File: config.mk
export PLATFORM = sky130hd
export DESIGN_NAME = regfile_sb
export DESIGN_NICKNAME = d
export VERILOG_FILES = /design/src/rtl/regfile_pkg.sv /design/src/rtl/regfile_scoreboard.sv /design/src/rtl/regfile_sb.sv
export SDC_FILE = /design/constraint.sdc
export NUM_CORES = 2
export LEC_CHECK = 0
export CELL_PAD_IN_SITES_DETAIL_PLACEMENT = 1
export CELL_PAD_IN_SITES_GLOBAL_PLACEMENT = 1
export CORE_MARGIN = 5
export CORE_UTILIZATION = 29
export DETAILED_ROUTE_END_ITERATION = 8
export DONT_BUFFER_PORTS = 1
export PLACE_DENSITY = 0.53
export SETUP_SLACK_MARGIN = 0.1
export SKIP_CTS_REPAIR_TIMING = 1
export SYNTH_ARGS = -nofsm -noshare
export SYNTH_HDL_FRONTEND = slang
export SYNTH_SLANG_ARGS = --single-unit
File: constraint.sdc
create_clock -name clk -period 6.7 [get_ports clk]
set_input_delay 0.67 -clock clk [delete_from_list [all_inputs] [get_ports clk]]
set_output_delay 0.67 -clock clk [all_outputs]
set_load 0.05 [all_outputs]
File: src/rtl/regfile_pkg.sv
// Shared register-file constants and helpers for the datapath and decode.
// Combinational helpers only; no latency and no flow control.
package regfile_pkg;

   localparam int DEF_WIDTH = 32;
   localparam int DEF_DEPTH = 32;
   localparam int REG_ZERO  = 0;

   function automatic int clog2(input int n);
      int r;
      r = 0;
      while ((1 << r) < n) r = r + 1;
      return r;
   endfunction

endpackage

File: src/rtl/regfile_scoreboard.sv
// Write-pending scoreboard: reserves destinations at issue, releases them at writeback.
// iss_ready is combinational; pend and npend update at the next edge; a refused issue must be held.
module regfile_scoreboard
   import regfile_pkg::*;
#(
   parameter int DEPTH = DEF_DEPTH,
   parameter int ADDRW = clog2(DEPTH)
) (
   input  logic             clk,
   input  logic             reset,
   input  logic             i_iss_en,
   input  logic [ADDRW-1:0] i_iss_wa,
   input  logic             i_clr_en,
   input  logic [ADDRW-1:0] i_clr_addr,
   input  logic             i_flush,
   output logic             o_iss_ready,
   output logic [DEPTH-1:0] o_pend,
   output logic [ADDRW:0]   o_npend
);

   logic [DEPTH-1:0] r_pend;
   logic [ADDRW:0]   r_npend;
   logic [DEPTH-1:0] w_pend_nxt;
   logic [ADDRW:0]   w_cnt;
   logic             w_iss_ready;
   logic             w_accept;

   always_comb begin
      // A writeback to the same register in this cycle frees the slot for the new issue.
      w_iss_ready = (i_iss_wa == ADDRW'(REG_ZERO)) | ~r_pend[i_iss_wa]
                  | (i_clr_en & (i_clr_addr == i_iss_wa));
      w_accept    = i_iss_en & w_iss_ready & ~i_flush & (i_iss_wa != ADDRW'(REG_ZERO));

      w_pend_nxt = r_pend;
      if (i_clr_en) begin
         w_pend_nxt[i_clr_addr] = 1'b0;
      end
      if (w_accept) begin
         w_pend_nxt[i_iss_wa] = 1'b1;
      end
      if (i_flush) begin
         w_pend_nxt = '0;
      end
      w_pend_nxt[REG_ZERO] = 1'b0;

      w_cnt = '0;
      for (int i = 1; i < DEPTH; i++) begin
         w_cnt = w_cnt + {{ADDRW{1'b0}}, w_pend_nxt[i]};
      end
   end

   always_ff @(posedge clk) begin
      if (reset) begin
         r_pend  <= '0;
         r_npend <= '0;
      end else begin
         r_pend  <= w_pend_nxt;
         r_npend <= w_cnt;
      end
   end

   assign o_iss_ready = w_iss_ready;
   assign o_pend      = r_pend;
   assign o_npend     = r_npend;

endmodule

File: src/rtl/regfile_sb.sv
// Multi-port register file with pending-write scoreboard and optional write-to-read bypass.
// Reads are zero-latency, writes land at the edge; issue backpressure is iss_ready, caller holds.
module regfile_sb
   import regfile_pkg::*;
#(
   parameter int WIDTH  = DEF_WIDTH,
   parameter int DEPTH  = DEF_DEPTH,
   parameter int NREAD  = 2,
   parameter int BYPASS = 1,
   localparam int ADDRW = clog2(DEPTH)
) (
   input  logic                   clk,
   input  logic                   reset,
   input  logic [NREAD*ADDRW-1:0] ra,
   output logic [NREAD*WIDTH-1:0] rd,
   output logic [NREAD-1:0]       rbusy,
   input  logic                   we,
   input  logic [ADDRW-1:0]       wa,
   input  logic [WIDTH-1:0]       wd,
   input  logic                   iss_en,
   input  logic [ADDRW-1:0]       iss_wa,
   output logic                   iss_ready,
   input  logic                   flush,
   output logic [ADDRW:0]         npend
);

   logic [WIDTH-1:0] r_rf [DEPTH];
   logic [DEPTH-1:0] w_pend;
   logic [ADDRW-1:0] w_a;
   logic             w_wr;

   assign w_wr = we & (wa != ADDRW'(REG_ZERO));

   regfile_scoreboard #(
      .DEPTH (DEPTH),
      .ADDRW (ADDRW)
   ) u_sb (
      .clk         (clk),
      .reset       (reset),
      .i_iss_en    (iss_en),
      .i_iss_wa    (iss_wa),
      .i_clr_en    (we),
      .i_clr_addr  (wa),
      .i_flush     (flush),
      .o_iss_ready (iss_ready),
      .o_pend      (w_pend),
      .o_npend     (npend)
   );

   always_ff @(posedge clk) begin
      if (reset) begin
         for (int i = 0; i < DEPTH; i++) begin
            r_rf[i] <= '0;
         end
      end else if (w_wr) begin
         r_rf[wa] <= wd;
      end
   end

   always_comb begin
      rd    = '0;
      rbusy = '0;
      w_a   = '0;
      for (int p = 0; p < NREAD; p++) begin
         w_a = ra[p*ADDRW +: ADDRW];
         // Register 0 reads as zero and is never busy, regardless of array contents.
         if (w_a != ADDRW'(REG_ZERO)) begin
            if ((BYPASS != 0) && we && (wa == w_a)) begin
               rd[p*WIDTH +: WIDTH] = wd;
            end else begin
               rd[p*WIDTH +: WIDTH] = r_rf[w_a];
               rbusy[p]             = w_pend[w_a];
            end
         end
      end
   end

endmodule

; Word-level counts from Yosys, hierarchy flattened
; Memory sizes are Yosys's and may differ from the RTL's.
; Index checks and enable logic that the tools add are counted.
[word_totals]
out_inout_bits = 73
word_cells = 94
inputBits = 57
ram_bits = 1024
memories = 1
regBits = 38
[mem_list]
columns = name, words, width, rd, rd_ports_with_merged_regs, write_ports, line_no
row1 = r_rf, 32, 32, 2, 0, 32, regfile_sb.sv:27  ; logic [WIDTH-1:0] r_rf [DEPTH];
[classes]
muxes = 29
reduce_logical = 10
n_eq_ne = 3
n_lt_le_gt_ge = 6
n_addsub = 30
bitwise_logic = 12
[ops]
columns = cell, n
row1 = $mux W32, 8
row2 = $add A6 B1 Y6, 29
row3 = $and A32 B32 Y32, 1
row4 = $not A32 Y32, 1
row5 = $or A32 B32 Y32, 1
row6 = $reduce_or A32 Y1, 1
row7 = $lt A5 B6 Y1 const B, 4
row8 = $reduce_bool A5 Y1, 4
row9 = $bmux W1 S5, 3
row10 = $eq A5 B5 Y1, 3
row11 = $mux W1, 15
row12 = $demux W1 S5, 2
row13 = $ge A5 B1 Y1 const B, 2
row14 = $and A1 B1 Y1, 5
row15 = $logic_not A5 Y1, 1
row16 = $mux W5, 1
row17 = $logic_and A1 B1 Y1, 4
row18 = $add A1 B1 Y2, 1
row19 = $not A1 Y1, 2
row20 = $or A1 B1 Y1, 2

; Depth between registers and ports, before layout
[logic_depth]
depth_word = 40
depth_mapped = 26
ltp_nobuf = 23

; Hierarchy
; A second synthesis with hierarchy kept.
[unflattened]
cells_unflattened = 4041
area_unflattened_um2 = 58442.3
[by_module_without_submodules]
columns = mod, area_each_um2, n_inst, cells_each, seq_area_each_um2
row1 = regfile_sb, 55331.8, 1, 3689, 30749.5
row2 = regfile_scoreboard, 3110.5, 1, 352, 740.7

; Worst setup path after synthesis
; Ideal clock, no wire load.
[synth_path]
path_kind = input -> register
startpoint = in iss_wa[0]
endpoint = reg u_sb.r_npend[4] (netlist: u_sb.o_npend[4])
setup_ns = 0.125
path_buffers = 2
required_ns = 6.575
t_arrival_ns = 6.284
slack_ns = 0.291
cell_stages = 24
path_cell_list = buf_4 -> mux2_2 -> a311oi_1 -> nand3_1 -> buf_2 -> o31ai_1 -> nor2b_1 -> ha_1 -> inv_1 -> fa_1 -> fa_1 -> fa_1 -> fa_1 -> fa_1 -> inv_1 -> fa_1 -> ha_1 -> inv_1 -> fa_1 -> inv_1 -> a21o_1 -> a21oi_1 -> xor2_1 -> nor2_1
[synth_between]
elab_chain_len = 40
word_cells_on_any_way = 50
cone_classes = add/sub (30) / order compare (2) / eq/ne (1) / mux (6) / bitwise (8) / reduce/logical (3)
[synth_rtl]
columns = element, line_no
row1 = start: declaration, regfile_sb.sv:21  ; input logic [ADDRW-1:0] iss_wa,
row2 = $bmux W1 S5, regfile_scoreboard.sv:30  ; w_iss_ready = (i_iss_wa == ADDRW'(REG_ZERO)) | ~r_pend[i_iss_wa]
row3 = $mux W1 (not written as such), regfile_scoreboard.sv:30
row4 = $not A1 Y1, regfile_scoreboard.sv:30
row5 = $or A1 B1 Y1, regfile_scoreboard.sv:30
row6 = $or A1 B1 Y1, regfile_scoreboard.sv:31  ; | (i_clr_en & (i_clr_addr == i_iss_wa));
row7 = $and A1 B1 Y1 (3 in a row), regfile_scoreboard.sv:32  ; w_accept = i_iss_en & w_iss_ready & ~i_flush & (i_iss_wa != ADDRW'(REG_ZERO));
row8 = $mux W32 *, regfile_scoreboard.sv:38  ; if (w_accept) begin
row9 = $mux W32 *, regfile_scoreboard.sv:41  ; if (i_flush) begin
row10 = named net u_sb.w_pend_nxt[1], regfile_scoreboard.sv:23  ; logic [DEPTH-1:0] w_pend_nxt;
row11 = $add A1 B1 Y2 *, regfile_scoreboard.sv:48  ; w_cnt = w_cnt + {{ADDRW{1'b0}}, w_pend_nxt[i]};
row12 = $add A6 B1 Y6 * (29 in a row), regfile_scoreboard.sv:48
row13 = end signal: assignment, regfile_scoreboard.sv:58  ; r_npend <= w_cnt;
row14 = end: declaration, regfile_scoreboard.sv:22  ; logic [ADDRW:0] r_npend;
; The timed path passes the listed nets; every way through them passes the cells marked *. The select of a mux whose other input is x is not followed.
; A chain may end at the register's enable or synchronous reset.

; Worst setup path after layout
[layout_path]
startpoint = reg u_sb.r_pend[18] (netlist: u_sb.o_pend[18])
endpoint = reg u_sb.r_npend[4] (netlist: u_sb.o_npend[4])
[layout_between]
elab_chain_len = 40
word_cells_on_any_way = 43
cone_classes = add/sub (30) / mux (5) / bitwise (8)
[layout_rtl]
columns = element, line_no
row1 = start: declaration, regfile_scoreboard.sv:21  ; logic [DEPTH-1:0] r_pend;
row2 = start signal: assignment, regfile_scoreboard.sv:57  ; r_pend <= w_pend_nxt;
row3 = $bmux W1 S5, regfile_scoreboard.sv:30
row4 = $mux W1 (not written as such), regfile_scoreboard.sv:30
row5 = $not A1 Y1, regfile_scoreboard.sv:30
row6 = $or A1 B1 Y1, regfile_scoreboard.sv:30
row7 = $or A1 B1 Y1, regfile_scoreboard.sv:31
row8 = $and A1 B1 Y1 (3 in a row), regfile_scoreboard.sv:32
row9 = $mux W32, regfile_scoreboard.sv:38
row10 = $mux W32, regfile_scoreboard.sv:41
row11 = named net u_sb.w_pend_nxt[2], regfile_scoreboard.sv:23
row12 = $add A1 B1 Y2, regfile_scoreboard.sv:48
row13 = $add A6 B1 Y6 (29 in a row), regfile_scoreboard.sv:48
; The timed path passes the listed nets, and every way through them passes these cells. The select of a mux whose other input is x is not followed.

==> flow_metrics.env <==
export IMPL_outcome="complete, but fails checks"
export IMPL_violations="slew limit"
export IMPL_routed_wl_um=255000
export IMPL_synthArstFlopShare_pct=0
export IMPL_ys_flop_type="edfxtp_1"
export IMPL_drt_iter0_drc=4623
export IMPL_fmax_mhz=161
export IMPL_finalSetupViolCount=0
export IMPL_fin_cells=6758
export IMPL_grt_max_degree=361
export IMPL_period_needed_ps=6210
export IMPL_die_w_um=460
export IMPL_coreArea_um2=202000
export IMPL_io_pins=130
export IMPL_yosysUniqueCellTypes=62
export IMPL_nets=4074
export IMPL_clockBufferDepth=3
export IMPL_cp_max_fo=11
export IMPL_met2_usage_pct=39.9
export IMPL_hp_class="in -> reg"
export IMPL_power_density_nw_per_um2=247
export IMPL_grt_pass1_wl_um=347000
export IMPL_avgSynthCellArea_um2=14.3
export IMPL_reg2reg_depth=23
export IMPL_slew_headroom_pct=-6.33
export IMPL_end_kind="flip-flop"
export IMPL_fill_cells=20900
export IMPL_finalHoldViolCount=0
export IMPL_clkSinkCount=1061
export IMPL_setup_tns_ps=0
export IMPL_min_period_over_period_pct=92.7
export IMPL_layout_drive_gt1_share_pct=24.0
export IMPL_busiest_layer="met2"
export IMPL_worstPathArrival_ps=6850
export IMPL_peakVddDrop_mv=0.191
export IMPL_worst_pin_slew_ps=1590
export IMPL_ys_seq_elements=1061
export IMPL_gr_total_overflow=0
export IMPL_hold_depth=0
export IMPL_place_hpwl_um=147000
export IMPL_start_kind="flip-flop"
export IMPL_skew_ps=20.4
export IMPL_slowest_delay_ps=520
export IMPL_worst_setup_path_type="reg -> reg"
export IMPL_dr_pass1_iters=5
export IMPL_vias=38700
export IMPL_htreeDepth=3
export IMPL_die_height_um=460
export IMPL_antenna_found_initial=33
export IMPL_path_clk_slew_ps=60
export IMPL_dp_cells=6538
export IMPL_cts_tree="yes"
export IMPL_slew_viol_final=63
export IMPL_netlist_area_um2=58600
export IMPL_power_leakage_nw=22.1
export IMPL_vias_per_cell=5.73
export IMPL_cp_slowest_cell="fa_1"
export IMPL_start_util_pct=29.1
export IMPL_place_congestion=0.885
export IMPL_use_met3_pct=3.68
export IMPL_syn_to_final_growth_pct=11.7
export IMPL_synth_edff_count=1024
export IMPL_cap_violations=0
export IMPL_ant_nets=0
export IMPL_critPathTopFamily="adder cells"
export IMPL_seq_area_frac_synth_pct=53.7
export IMPL_drc=0
export IMPL_cts_buffers=116
export IMPL_grt_pass1_vias=39500
export IMPL_rsz0062_at_grt="no"
export IMPL_cpMostUsedCell="fa_1"
export IMPL_cp_depth=23
export IMPL_die_area_um2=211000
export IMPL_cp_num_buf_inv=5
export IMPL_track_usage_pct=23.7
export IMPL_use_met1_pct=30.5
export IMPL_rows=165
export IMPL_worstPathCellList="mux2_2, a311oi_1, nand3_1, buf_12, o21bai_1, nor2b_1, ha_1, inv_1, fa_1, fa_1, fa_1, fa_1, fa_1, inv_1, fa_1, ha_1, inv_1, fa_1, inv_1, a21o_1, a21oi_1, xor2_1, nor2_1"
export IMPL_numPortBuffers=0
export IMPL_insertion_delay_ps=760
export IMPL_ys_warnings_count=0
export IMPL_wl_per_cell_um=37.7
export IMPL_synthCells=4105
export IMPL_cts_root_buf="clkbuf_16"
export IMPL_worstPathRequired_ps=7340
## registers in the layout (all words and copies together), names as in the netlist
signal        count
u_sb.o_npend      6
r_rf           1024
u_sb.o_pend      31
## synth_stat cells (12+ instances only)
cell	count	area (um^2)
buf_6	14	158
inv_1	31	116
buf_4	36	270
o21ai_0	67	335
a22o_1	24	210
fa_1	23	460
xor2_1	15	131
mux2_2	91	1020
a22oi_1	31	233
buf_1	12	45.0
nand3_1	44	220
edfxtp_1	1024	30700
or2_2	33	206
and2_1	1014	6340
nor2b_1	44	275
nand2b_1	15	93.8
mux2i_1	147	1470
nor3_1	17	85.1
dfxtp_1	37	741
mux4_2	468	10500
a31oi_1	12	75.1
a21oi_1	13	65.1
nand2_1	100	375
a211oi_1	49	368
a211o_1	25	219
a2111oi_0	39	342
nor2_1	91	342
buf_2	98	490
o22ai_1	111	694
clkbuf_1	262	983
## kinds of logic after synthesis
family	count (synthesis)	synth area share, %
and+or+nand+nor	1394	14.0
xor gates and xnor gates	18	0.269
adders and majority gates	32	0.977
DFF	1061	53.7
AOI/OAI and AO/OA	439	5.23
buffers and inverters	454	3.53
other	1	0.00640
muxes	706	22.2
## worst paths after layout
path | startpoint | slack (ps) | to
min | reset | 30 | r_rf[0][6]
max | u_sb.o_pend[18] | 490 | u_sb.o_npend[4]
max reg2reg | u_sb.o_pend[18] | 490 | u_sb.o_npend[4]
min reg2reg | u_sb.o_pend[28] | 620 | u_sb.o_pend[28]
## final cells by class
type / instances / area, um^2 / area share (%)
Antenna cell: 10 / 25.0 / 0.0382
Clock buffer: 154 / 3160 / 4.83
Clock inverter: 55 / 468 / 0.715
Inverter: 31 / 118 / 0.180
Multi-Input combinational cell: 2621 / 25700 / 39.2
Sequential cell: 1061 / 31500 / 48.1
Tap cell: 2672 / 3340 / 5.11
Timing Repair Buffer: 154 / 1180 / 1.81
## per-layer routing
metal  vias up  share of wire, %  wire (um)
li1      15400                 -          -
met1     21100                40     101000
met2      1790                49     125000
met3       405               7.1      18100
met4         8               4.2      10600
met5         -             0.020         52
## power breakdown
part           internal, W  leakage [nW]  switching [W]  total [W]
Combinational     0.000782          10.3        0.00119    0.00197
Clock              0.00356          1.75        0.00286    0.00642
Sequential         0.00763          10.0       0.000177    0.00780
Total               0.0120          22.1        0.00422     0.0162
## cells in the final DEF, fill, tap and decap left out, types with 55 or more instances in the layout
cell type / Yosys / layout
and2_1: 1014 / 1014
mux2i_1: 147 / 147
edfxtp_1: 1024 / 1024
o21ai_0: 67 / 55
nor2_1: 91 / 56
clkbuf_16: 0 / 120
mux2_2: 91 / 91
o22ai_1: 111 / 111
nand2_1: 100 / 99
mux4_2: 468 / 468
buf_4: 36 / 151
## per-stage QoR
stage	cell area [um^2]	total power (W)	hold slack [ps]	util [%]	setup slack [ps]
final	65500	0.0162	34.3	32.5	490
after global routing	65400	0.0166	8.53	32.4	201
after CTS	65400	0.0163	-66.4	32.4	517
after detailed placement	61800	0.00988	601	30.6	150
after global placement	61800	0.00986	601	30.6	61.5
after floorplan	58700	0.00932	528	-	291
(Power assumes the default switching activity.)
